==> src/rtl/cpu_pkg.sv <==
// Shared types and constants for the cpu core: opcodes, FSM states,
// instruction field positions and offset sign-extension helpers.
package cpu_pkg;

  localparam int DATA_W = 16;
  localparam int ADDR_W = 15;

  localparam int OP_MSB  = 15;
  localparam int OP_LSB  = 12;
  localparam int RD_MSB  = 11;
  localparam int RD_LSB  = 8;
  localparam int RS1_MSB = 7;
  localparam int RS1_LSB = 4;
  localparam int RS2_MSB = 3;
  localparam int RS2_LSB = 0;

  typedef enum logic [3:0] {
    OP_NOP  = 4'h0,
    OP_ADD  = 4'h1,
    OP_SUB  = 4'h2,
    OP_AND  = 4'h3,
    OP_OR   = 4'h4,
    OP_XOR  = 4'h5,
    OP_LW   = 4'h6,
    OP_SW   = 4'h7,
    OP_LI   = 4'h8,
    OP_LUI  = 4'h9,
    OP_ADDI = 4'hA,
    OP_BEQZ = 4'hB,
    OP_JMP  = 4'hC,
    OP_JR   = 4'hD,
    OP_SC   = 4'hE,
    OP_HALT = 4'hF
  } opcode_e;

  typedef enum logic [1:0] {
    ST_FETCH   = 2'd0,
    ST_EXECUTE = 2'd1,
    ST_HALTED  = 2'd2
  } state_e;

  function automatic logic [ADDR_W-1:0] sext8_pc(input logic [7:0] v);
    return {{(ADDR_W-8){v[7]}}, v};
  endfunction

  function automatic logic [ADDR_W-1:0] sext12_pc(input logic [11:0] v);
    return {{(ADDR_W-12){v[11]}}, v};
  endfunction

endpackage

==> src/rtl/cpu_regfile.sv <==
// 16 x 16 general-purpose register file: two asynchronous read ports,
// one synchronous write port, r0 always reads zero.
module cpu_regfile
  import cpu_pkg::*;
(
  input  logic              clk,
  input  logic              rst,
  input  logic [3:0]        i_raddr_a,
  input  logic [3:0]        i_raddr_b,
  output logic [DATA_W-1:0] o_rdata_a,
  output logic [DATA_W-1:0] o_rdata_b,
  input  logic              i_we,
  input  logic [3:0]        i_waddr,
  input  logic [DATA_W-1:0] i_wdata
);

  logic [DATA_W-1:0] registers [16];

  // NOTE: the GPRs must read zero after reset, so the array is reset
  // explicitly; this keeps it out of plain RAM macros, which cannot reset.
  // NOTE: sequential state uses <= so every flop samples pre-edge values.
  always_ff @(posedge clk or posedge rst) begin
    if (rst) begin
      for (int i = 0; i < 16; i++) registers[i] <= '0;
    end else if (i_we && (i_waddr != 4'd0)) begin
      registers[i_waddr] <= i_wdata;
    end
  end

  assign o_rdata_a = (i_raddr_a == 4'd0) ? '0 : registers[i_raddr_a];
  assign o_rdata_b = (i_raddr_b == 4'd0) ? '0 : registers[i_raddr_b];

endmodule

==> src/rtl/cpu.sv <==
// Two-cycle (FETCH/EXECUTE) 16-bit core on a single word-addressed memory port.
// Optional system-control registers and opcode 0xE enabled by CPU_SC_REGS_EN.
module cpu
  import cpu_pkg::*;
(
  input  logic              clk,
  input  logic              rst,
  input  logic [DATA_W-1:0] mem_rdata,
  output logic              mem_we,
  output logic [ADDR_W-1:0] mem_addr,
  output logic [DATA_W-1:0] mem_wdata
);

  logic [3:0]        w_ra;
  logic [3:0]        w_rb;
  logic [DATA_W-1:0] w_rs_a;
  logic [DATA_W-1:0] w_rs_b;
  logic              w_rf_we;
  logic [3:0]        w_rf_waddr;
  logic [DATA_W-1:0] w_rf_wdata;

  cpu_regfile register_file (
    .clk       (clk),
    .rst       (rst),
    .i_raddr_a (w_ra),
    .i_raddr_b (w_rb),
    .o_rdata_a (w_rs_a),
    .o_rdata_b (w_rs_b),
    .i_we      (w_rf_we),
    .i_waddr   (w_rf_waddr),
    .i_wdata   (w_rf_wdata)
  );

  if (1) begin : ctrl
    state_e            r_state;
    state_e            w_next_state;
    logic [ADDR_W-1:0] pc;
    logic [ADDR_W-1:0] w_pc_next;
    logic [ADDR_W-1:0] w_pc_inc;
    logic [ADDR_W-1:0] w_ls_addr;
    logic [DATA_W-1:0] r_ir;
    opcode_e           w_op;
    logic [3:0]        w_rd;

    assign w_op      = opcode_e'(r_ir[OP_MSB:OP_LSB]);
    assign w_rd      = r_ir[RD_MSB:RD_LSB];
    assign w_pc_inc  = pc + 15'd1;
    assign w_ls_addr = w_rs_a[DATA_W-1:1] + {11'd0, r_ir[RS2_MSB:RS2_LSB]};

    // Port B serves rs2 for ALU ops and rd for everything else (SW, ADDI, BEQZ, JR, SC).
    assign w_ra       = r_ir[RS1_MSB:RS1_LSB];
    assign w_rb       = (w_op inside {OP_ADD, OP_SUB, OP_AND, OP_OR, OP_XOR})
                        ? r_ir[RS2_MSB:RS2_LSB] : w_rd;
    assign w_rf_waddr = w_rd;

    always_ff @(posedge clk or posedge rst) begin
      if (rst) r_state <= ST_FETCH;
      else     r_state <= w_next_state;
    end

    always_comb begin
      w_next_state = r_state;
      case (r_state)
        ST_FETCH:   w_next_state = ST_EXECUTE;
        ST_EXECUTE: w_next_state = (w_op == OP_HALT) ? ST_HALTED : ST_FETCH;
        default:    w_next_state = ST_HALTED;
      endcase
    end

`ifdef CPU_SC_REGS_EN
    logic [DATA_W-1:0] sc_regs [4];
    logic              w_sc_we;
`endif

    // NOTE: every output gets a default first so no path leaves a latch.
    always_comb begin
      mem_addr   = pc;
      mem_we     = 1'b0;
      mem_wdata  = '0;
      w_rf_we    = 1'b0;
      w_rf_wdata = '0;
      w_pc_next  = w_pc_inc;
`ifdef CPU_SC_REGS_EN
      w_sc_we    = 1'b0;
`endif
      if (r_state == ST_EXECUTE) begin
        case (w_op)
          OP_ADD:  begin w_rf_we = 1'b1; w_rf_wdata = w_rs_a + w_rs_b; end
          OP_SUB:  begin w_rf_we = 1'b1; w_rf_wdata = w_rs_a - w_rs_b; end
          OP_AND:  begin w_rf_we = 1'b1; w_rf_wdata = w_rs_a & w_rs_b; end
          OP_OR:   begin w_rf_we = 1'b1; w_rf_wdata = w_rs_a | w_rs_b; end
          OP_XOR:  begin w_rf_we = 1'b1; w_rf_wdata = w_rs_a ^ w_rs_b; end
          OP_LW:   begin mem_addr = w_ls_addr; w_rf_we = 1'b1; w_rf_wdata = mem_rdata; end
          OP_SW:   begin mem_addr = w_ls_addr; mem_we = 1'b1; mem_wdata = w_rs_b; end
          OP_LI:   begin w_rf_we = 1'b1; w_rf_wdata = {8'h00, r_ir[7:0]}; end
          OP_LUI:  begin w_rf_we = 1'b1; w_rf_wdata = {r_ir[7:0], w_rs_b[7:0]}; end
          OP_ADDI: begin
            w_rf_we    = 1'b1;
            w_rf_wdata = w_rs_b + {{8{r_ir[7]}}, r_ir[7:0]};
          end
          OP_BEQZ: if (w_rs_b == '0) w_pc_next = w_pc_inc + sext8_pc(r_ir[7:0]);
          OP_JMP:  w_pc_next = w_pc_inc + sext12_pc(r_ir[11:0]);
          OP_JR:   w_pc_next = w_rs_b[DATA_W-1:1];
`ifdef CPU_SC_REGS_EN
          OP_SC: begin
            if (r_ir[7]) begin
              w_sc_we = 1'b1;
            end else begin
              w_rf_we    = 1'b1;
              w_rf_wdata = sc_regs[r_ir[1:0]];
            end
          end
`endif
          OP_HALT: w_pc_next = pc;
          default: ;
        endcase
      end
    end

    always_ff @(posedge clk or posedge rst) begin
      if (rst) begin
        pc   <= '0;
        r_ir <= '0;
      end else if (r_state == ST_FETCH) begin
        r_ir <= mem_rdata;
      end else if (r_state == ST_EXECUTE) begin
        pc <= w_pc_next;
      end
    end

`ifdef CPU_SC_REGS_EN
    always_ff @(posedge clk or posedge rst) begin
      if (rst) begin
        for (int i = 0; i < 4; i++) sc_regs[i] <= '0;
      end else if (w_sc_we) begin
        sc_regs[r_ir[1:0]] <= w_rs_b;
      end
    end
`endif
  end

endmodule

==> config.mk <==
export PLATFORM = sky130hd
export DESIGN_NAME = cpu
export DESIGN_NICKNAME = d
export VERILOG_FILES = /design/src/rtl/cpu_pkg.sv /design/src/rtl/cpu_regfile.sv /design/src/rtl/cpu.sv
export SDC_FILE = /design/constraint.sdc
export NUM_CORES = 1
export LEC_CHECK = 0
export CAP_MARGIN = 20
export CORE_MARGIN = 2
export CORE_UTILIZATION = 57
export DETAILED_ROUTE_END_ITERATION = 12
export PLACE_DENSITY_LB_ADDON = 0.1
export RECOVER_POWER = 25
export SYNTH_ARGS = -nofsm -noshare
export SYNTH_HDL_FRONTEND = slang
export SYNTH_SLANG_ARGS = --single-unit
==> constraint.sdc <==
create_clock -name clk -period 10.7 [get_ports clk]
set_clock_uncertainty 0.1 [all_clocks]
set_input_delay 2.14 -clock clk [delete_from_list [all_inputs] [get_ports clk]]
set_output_delay 2.14 -clock clk [all_outputs]
set_load 0.005 [all_outputs]
==> results_dict.tcl, run 1 <==
set metrics [dict create \
    tritoncts "yes" \
    yosysTopAreaCell "dfrtp_1" \
    clock_tree_buf_depth 3 \
    clk_root_buffer_cell "clkbuf_16" \
    grt_first_pass_wirelength_um 109000 \
    arrival_ns 6.01 \
    synth.cells.most_frequent "nand2_1, dfrtp_1, mux2_2" \
    outcome "finished with violations" \
    period_utilization_pct 77.1 \
    synth_edf_count 0 \
    grt.total_usage_pct 40.4 \
    synth.top_cells.by_area "dfrtp_1, mux2_2, mux4_2, nand2_1, ha_1" \
    post_cts_hold_buffer_count 0 \
    max-cap-violations 1 \
    place_hpwl_um 48500 \
    worst_slew_margin_rel_pct -311 \
    cts_setup_buffers 0 \
    drtAntennaViolNets 0 \
    initial_core_util_pct 58.2 \
    numCtsBuffers 35 \
    largest_net_degree_at_the_start_of_global_routing 163 \
    coreArea_mm2 0.0347 \
    grt-ovfl-total 0 \
    total_i_o_pin_count 50 \
    drv_slew 129 \
    rows 68 \
    detailroute.via_count 17946 \
    min_path_type "flip-flop to flip-flop" \
    worst-endpoint-required_ns 8.46 \
    setup.worst_path.end_class "output port" \
    synthArstFlopShare_pct 100 \
    clk_transition_reported_paths_ns 0.07 \
    yosys_warnings 0 \
    synth_cells 2110 \
    detail_route.first_pass.iterations 7 \
    tightest_slew_ns 6.17 \
    critical_path.max_fanout 29 \
    layout_overhead_on_the_synthesized_area_pct 9.63 \
    synth.avg_cell_area_um2 9.57 \
    viasPerCell 6.97 \
    timing.final.hold_violations 0 \
    first_global_vias 17404 \
    first_iter_violations 2387 \
    violations "capacitance limit, slew limit" \
    num_antenna_cells 0 \
    final-setup-viol-count 0 \
    tns_ns 0 \
    route.detailed.drc 0 \
    ff_latch_area_mm2 0.00724 \
    fp.dieArea_mm2 0.0369 \
    tritoncts_num_sinks 289 \
    routedWlPerCell_um 28.3 \
    setup_repair_after_global_routing_missed_its_margin "false" \
    yosysMostFrequentCell "nand2_1" \
    cts-htree-levels 2 \
    gpl.final_weighted_congestion 0.965 \
    critPathKind "flip-flop to output port" \
    synth.lib_cells_used.distinct 81 \
    ys_ff_latch 289 \
    yosys_most_used_dff "dfrtp_1" \
    routed_wirelength_um 72800 \
    multi_input_area_mm2 0.0120 \
    synthesis.nets 2219 \
    syn-cell-area_mm2 0.0202 \
    yosysTopAreaCellShare_pct 35.8 \
    synth_sequential_area_ratio_pct 35.8 \
    clock_latency_on_the_worst_skew_pair_ns 0.56 \
    buffer_ports.inserted 49 \
    fmax_ghz 0.121 \
    floorplan.die.height_um 192 \
    post_cts_resized 0 \
    chipWidth_um 192 \
    min_period_ns 8.25 \
    layout.filler_cells 2940 \
    critical_path.startpoint_type "flip-flop" \
    layout-drive-gt1-share_pct 19.0 \
    final_net_count 2204 \
    initial_antenna_violation_count 3 \
]
## routing by layer
| metal | up-vias | wire [um] | track usage, % | share of wire, % |
|---|---|---|---|---|
| li1 | 7682 | - | - | - |
| met1 | 8785 | 27800 | 53.2 | 38 |
| met2 | 1179 | 31800 | 60.3 | 44 |
| met3 | 296 | 8230 | 8.84 | 11 |
| met4 | 4 | 4990 | 26.3 | 6.9 |
| met5 | - | 22 | 0 | 0.030 |
## cells by family after synthesis
logic type,after synthesis,synth area share [%]
simple gates,663,14.2
compound gates,492,16.6
flops,289,35.8
mux,286,20.1
buf+inv,229,4.92
fa+ha+maj,91,5.79
xor+xnor,60,2.60
## per-stage QoR
stage,hold WS (ns),instances,util [%],setup slack [ns],cell area (um2)
3_5_place_dp,0.263,2510,60.6,3.14,21000
3_3_place_gp,0.260,2510,60.6,3.22,21000
5_1_grt,0.281,2574,63.8,2.24,22100
6_report,0.273,2574,63.8,2.45,22100
2_1_floorplan,0.325,2110,-,0.483,20200
4_1_cts,0.276,2571,63.7,2.57,22100
## cells in the final DEF (no fill, tap or decap), types with 7 or more instances in the layout
| cell type | instances |
|---|---|
| o21bai_1 | 14 |
| clkbuf_16 | 35 |
| dfrtp_1 | 287 |
| nand3_1 | 44 |
| nand2_1 | 375 |
| o211ai_1 | 40 |
| mux2_2 | 177 |
| o21ai_0 | 141 |
| xnor2_1 | 41 |
| a221o_1 | 7 |
| a21oi_1 | 97 |
| nor2b_1 | 8 |
| xor2_1 | 19 |
| nand4_1 | 14 |
| nor3_1 | 40 |
| ha_1 | 87 |
| a21o_1 | 10 |
| and2_1 | 10 |
| mux2i_1 | 28 |
| a221oi_1 | 33 |
| or3_1 | 7 |
| a211oi_1 | 17 |
| a32o_1 | 14 |
| a22oi_1 | 11 |
| dlygate4sd3_1 | 17 |
| inv_1 | 65 |
| and3_1 | 14 |
| a31oi_1 | 19 |
| clkbuf_1 | 14 |
| buf_4 | 56 |
| clkdlybuf4s50_1 | 32 |
| o22ai_1 | 9 |
| nand2b_1 | 9 |
| mux4_2 | 77 |
| a222oi_1 | 11 |
| nor2_1 | 108 |
## state kept, by name (all words and copies together) (netlist names)
name / count
register_file.registers: 256
ctrl.r_state: 2
ctrl.pc: 15
ctrl.r_ir: 16
## critical path, cell delays in order (launching register included)
cell             delay (ns)
dfrtp_1                0.96
nor2b_1                0.14
a311oi_2               0.75
nand2_1                0.62
nor2_1                 0.56
buf_4                  0.32
a221oi_1               0.10
a211oi_1               1.02
inv_1                  0.27
nor2_1                 0.16
clkdlybuf4s50_1        0.54
## final cells by class
class	instances	area share (%)
clock buffers	52	4.43
clock inverters	9	0.543
inverters	69	1.18
multi-input cells	1592	54.3
flip-flops and latches	289	32.7
well taps	455	2.57
repair buffers	108	4.26
## final timing paths
check	from	to	slack (ns)	depth (start not counted)
worst min-delay path	register_file.registers[244]$_DFFE_PP0P_	register_file.registers[244]$_DFFE_PP0P_	0.27	0
max in group asynchronous	rst	register_file.registers[108]$_DFFE_PP0P_	3.88	2
worst max-delay path	ctrl.r_ir[13]$_DFFE_PP0P_	mem_wdata[0]	2.45	10
worst max register to register	ctrl.r_ir[13]$_DFFE_PP0P_	register_file.registers[14]$_DFFE_PP0P_	2.81	20
min in group asynchronous	rst	register_file.registers[217]$_DFFE_PP0P_	3.77	2
worst min register to register	register_file.registers[244]$_DFFE_PP0P_	register_file.registers[244]$_DFFE_PP0P_	0.27	0
Power of run 1 is left out: the tool's default activity adds up to more than one toggle a clock period on the data nets, which glitch-free logic cannot reach.
==> inputs of run 2 (changes only) <==
clock period = 8.28 ns   (was 10.7 ns; I/O delays follow)
==> results_dict.tcl, run 2 (synthesized netlist as in run 1, its figures left out) <==
set metrics [dict create \
    dp_cells 2526 \
    register_containing_the_most_flip_flops_in_the_final_layout "register_file.registers" \
    tightest_slew_ns 3.24 \
    critPathBufInv 2 \
    tritoncts "yes" \
    grt_met3_usage_pct 9.46 \
    min_path_type "flip-flop to flip-flop" \
    gr-max-usage-layer "met2" \
    path_common_cell "mux2i_1" \
    critical-path-top-delay-family "simple AND/OR/NAND/NOR gates" \
    grt_use_met2_pct 62.5 \
    critical_path.max_fanout 34 \
    violations "capacitance limit, slew limit" \
    stdcell_count 2586 \
    critPathKind "flip-flop to output port" \
    place_hpwl_um 50000 \
    chipWidth_um 192 \
    period_utilization_pct 88.7 \
    rows 68 \
    grt_first_pass_wirelength_um 110000 \
    crit_slowest_cell "dfrtp_4" \
    reg2regPathDepth 20 \
    post_cts_hold_buffer_count 0 \
    layout_top_registers "register_file.registers (256), ctrl.r_ir (16), ctrl.pc (15)" \
    critical_path_cell_list "buf_4 > mux4_2 > mux2i_1 > mux2i_1 > o2111ai_1 > or4_1 > nor4bb_1 > nand3_1 > xnor2_1 > o21ai_0 > clkdlybuf4s50_1" \
    setup.worst_path.end_class "output port" \
    routed_wirelength_um 73600 \
    met1_usage_pct 52.2 \
    setup_repair_after_global_routing_missed_its_margin "false" \
    initial_core_util_pct 58.2 \
    first_global_vias 17449 \
    grt-ovfl-total 0 \
    drtAntennaViolNets 0 \
    routedWlPerCell_um 28.5 \
    viasPerCell 6.96 \
    mostFrequentLayoutCell "nand2_1" \
    largest_net_degree_at_the_start_of_global_routing 121 \
    layout-drive-gt1-share_pct 19.4 \
    gpl.final_weighted_congestion 1.02 \
    tritoncts_num_sinks 289 \
    max-cap-violations 1 \
    numCtsBuffers 34 \
    detailroute.via_count 18007 \
    fp.dieArea_mm2 0.0369 \
    cts-htree-levels 2 \
    layout.filler_cells 2889 \
    clock_tree_buf_depth 3 \
    fmax_ghz 0.136 \
    layout_overhead_on_the_synthesized_area_pct 10.3 \
    grt.total_usage_pct 40.6 \
    critical_path_depth 11 \
    initial_antenna_violation_count 1 \
    buffer_ports.inserted 49 \
    drv_slew 53 \
    timing.final.hold_violations 0 \
    first_iter_violations 2104 \
    floorplan.die.height_um 192 \
    total_i_o_pin_count 50 \
    tns_ns 0 \
    arrival_ns 5.59 \
    coreArea_mm2 0.0347 \
    min_period_ns 7.35 \
    final-setup-viol-count 0 \
    worst_slew_margin_rel_pct -116 \
    largest_register_ffs 256 \
    critPathMaxStageDelay_ns 0.91 \
    detail_route.first_pass.iterations 6 \
    route.detailed.drc 0 \
    cts_setup_buffers 0 \
    critical_path.startpoint_type "flip-flop" \
    post_cts_resized 0 \
    holdPathStages 0 \
    clock_latency_on_the_worst_skew_pair_ns 0.54 \
    most_used_cells_in_the_layout_excluding_fill_and_tap_cells "nand2_1, dfrtp_1, mux2_2" \
    final_net_count 2218 \
    worst-endpoint-required_ns 6.52 \
    clk_transition_reported_paths_ns 0.06 \
    worst_reg_to_reg_setup_slack_ns 0.95 \
    outcome "finished with violations" \
    clk_root_buffer_cell "clkbuf_16" \
]
[run 2: changes by cell type in the layout (fill, tap and decap cells not counted), sizes merged]
cell / previous run / this run
inv: 71 / 68
diode: 0 / 1
clkinv: 3 / 4
clkbuf: 54 / 52
buf: 57 / 72
[run 2: metrics by stage]
stage / hold WS [ns] / utilization (%) / instance area (um2) / setup slack (ns)
floorplan: 0.325 / - / 20200 / 1.48
global placement: 0.261 / 60.8 / 21100 / 1.31
detailed placement: 0.263 / 60.8 / 21100 / 1.28
CTS: 0.276 / 64.1 / 22300 / 0.971
global route: 0.284 / 64.1 / 22300 / 0.474
finish: 0.275 / 64.2 / 22300 / 0.932
[run 2: path summary, 6_finish.rpt]
| path | start | to |
|---|---|---|
| worst min-delay path | register_file.registers[252]$_DFFE_PP0P_ | register_file.registers[252]$_DFFE_PP0P_ |
| worst max register to register | ctrl.r_ir[14]$_DFFE_PP0P_ | register_file.registers[110]$_DFFE_PP0P_ |
| worst max-delay path | ctrl.r_ir[4]$_DFFE_PP0P_ | mem_addr[13] |
| worst min register to register | register_file.registers[252]$_DFFE_PP0P_ | register_file.registers[252]$_DFFE_PP0P_ |
| max in group asynchronous | rst | ctrl.r_ir[3]$_DFFE_PP0P_ |
| min in group asynchronous | rst | register_file.registers[108]$_DFFE_PP0P_ |
[run 2: final cells by class]
cell class                 count  area, um2  area share, %
clock buffer                  50       1040           4.69
multi-input combinational   1592      12000           53.9
antenna                        1       2.50         0.0112
tap                          455        569           2.56
sequential                   289       7240           32.5
inverter                      69        260           1.17
timing repair buffer         123       1060           4.78
clock inverter                 7       95.1          0.427
[run 2: layer usage]
layer / wire [um] / vias up
met1: 27900 / 8811
met3: 7700 / 315
met4: 5130 / 2
li1: - / 7700
met2: 32900 / 1179
met5: 16 / -
Power of run 2 is left out for the same reason.
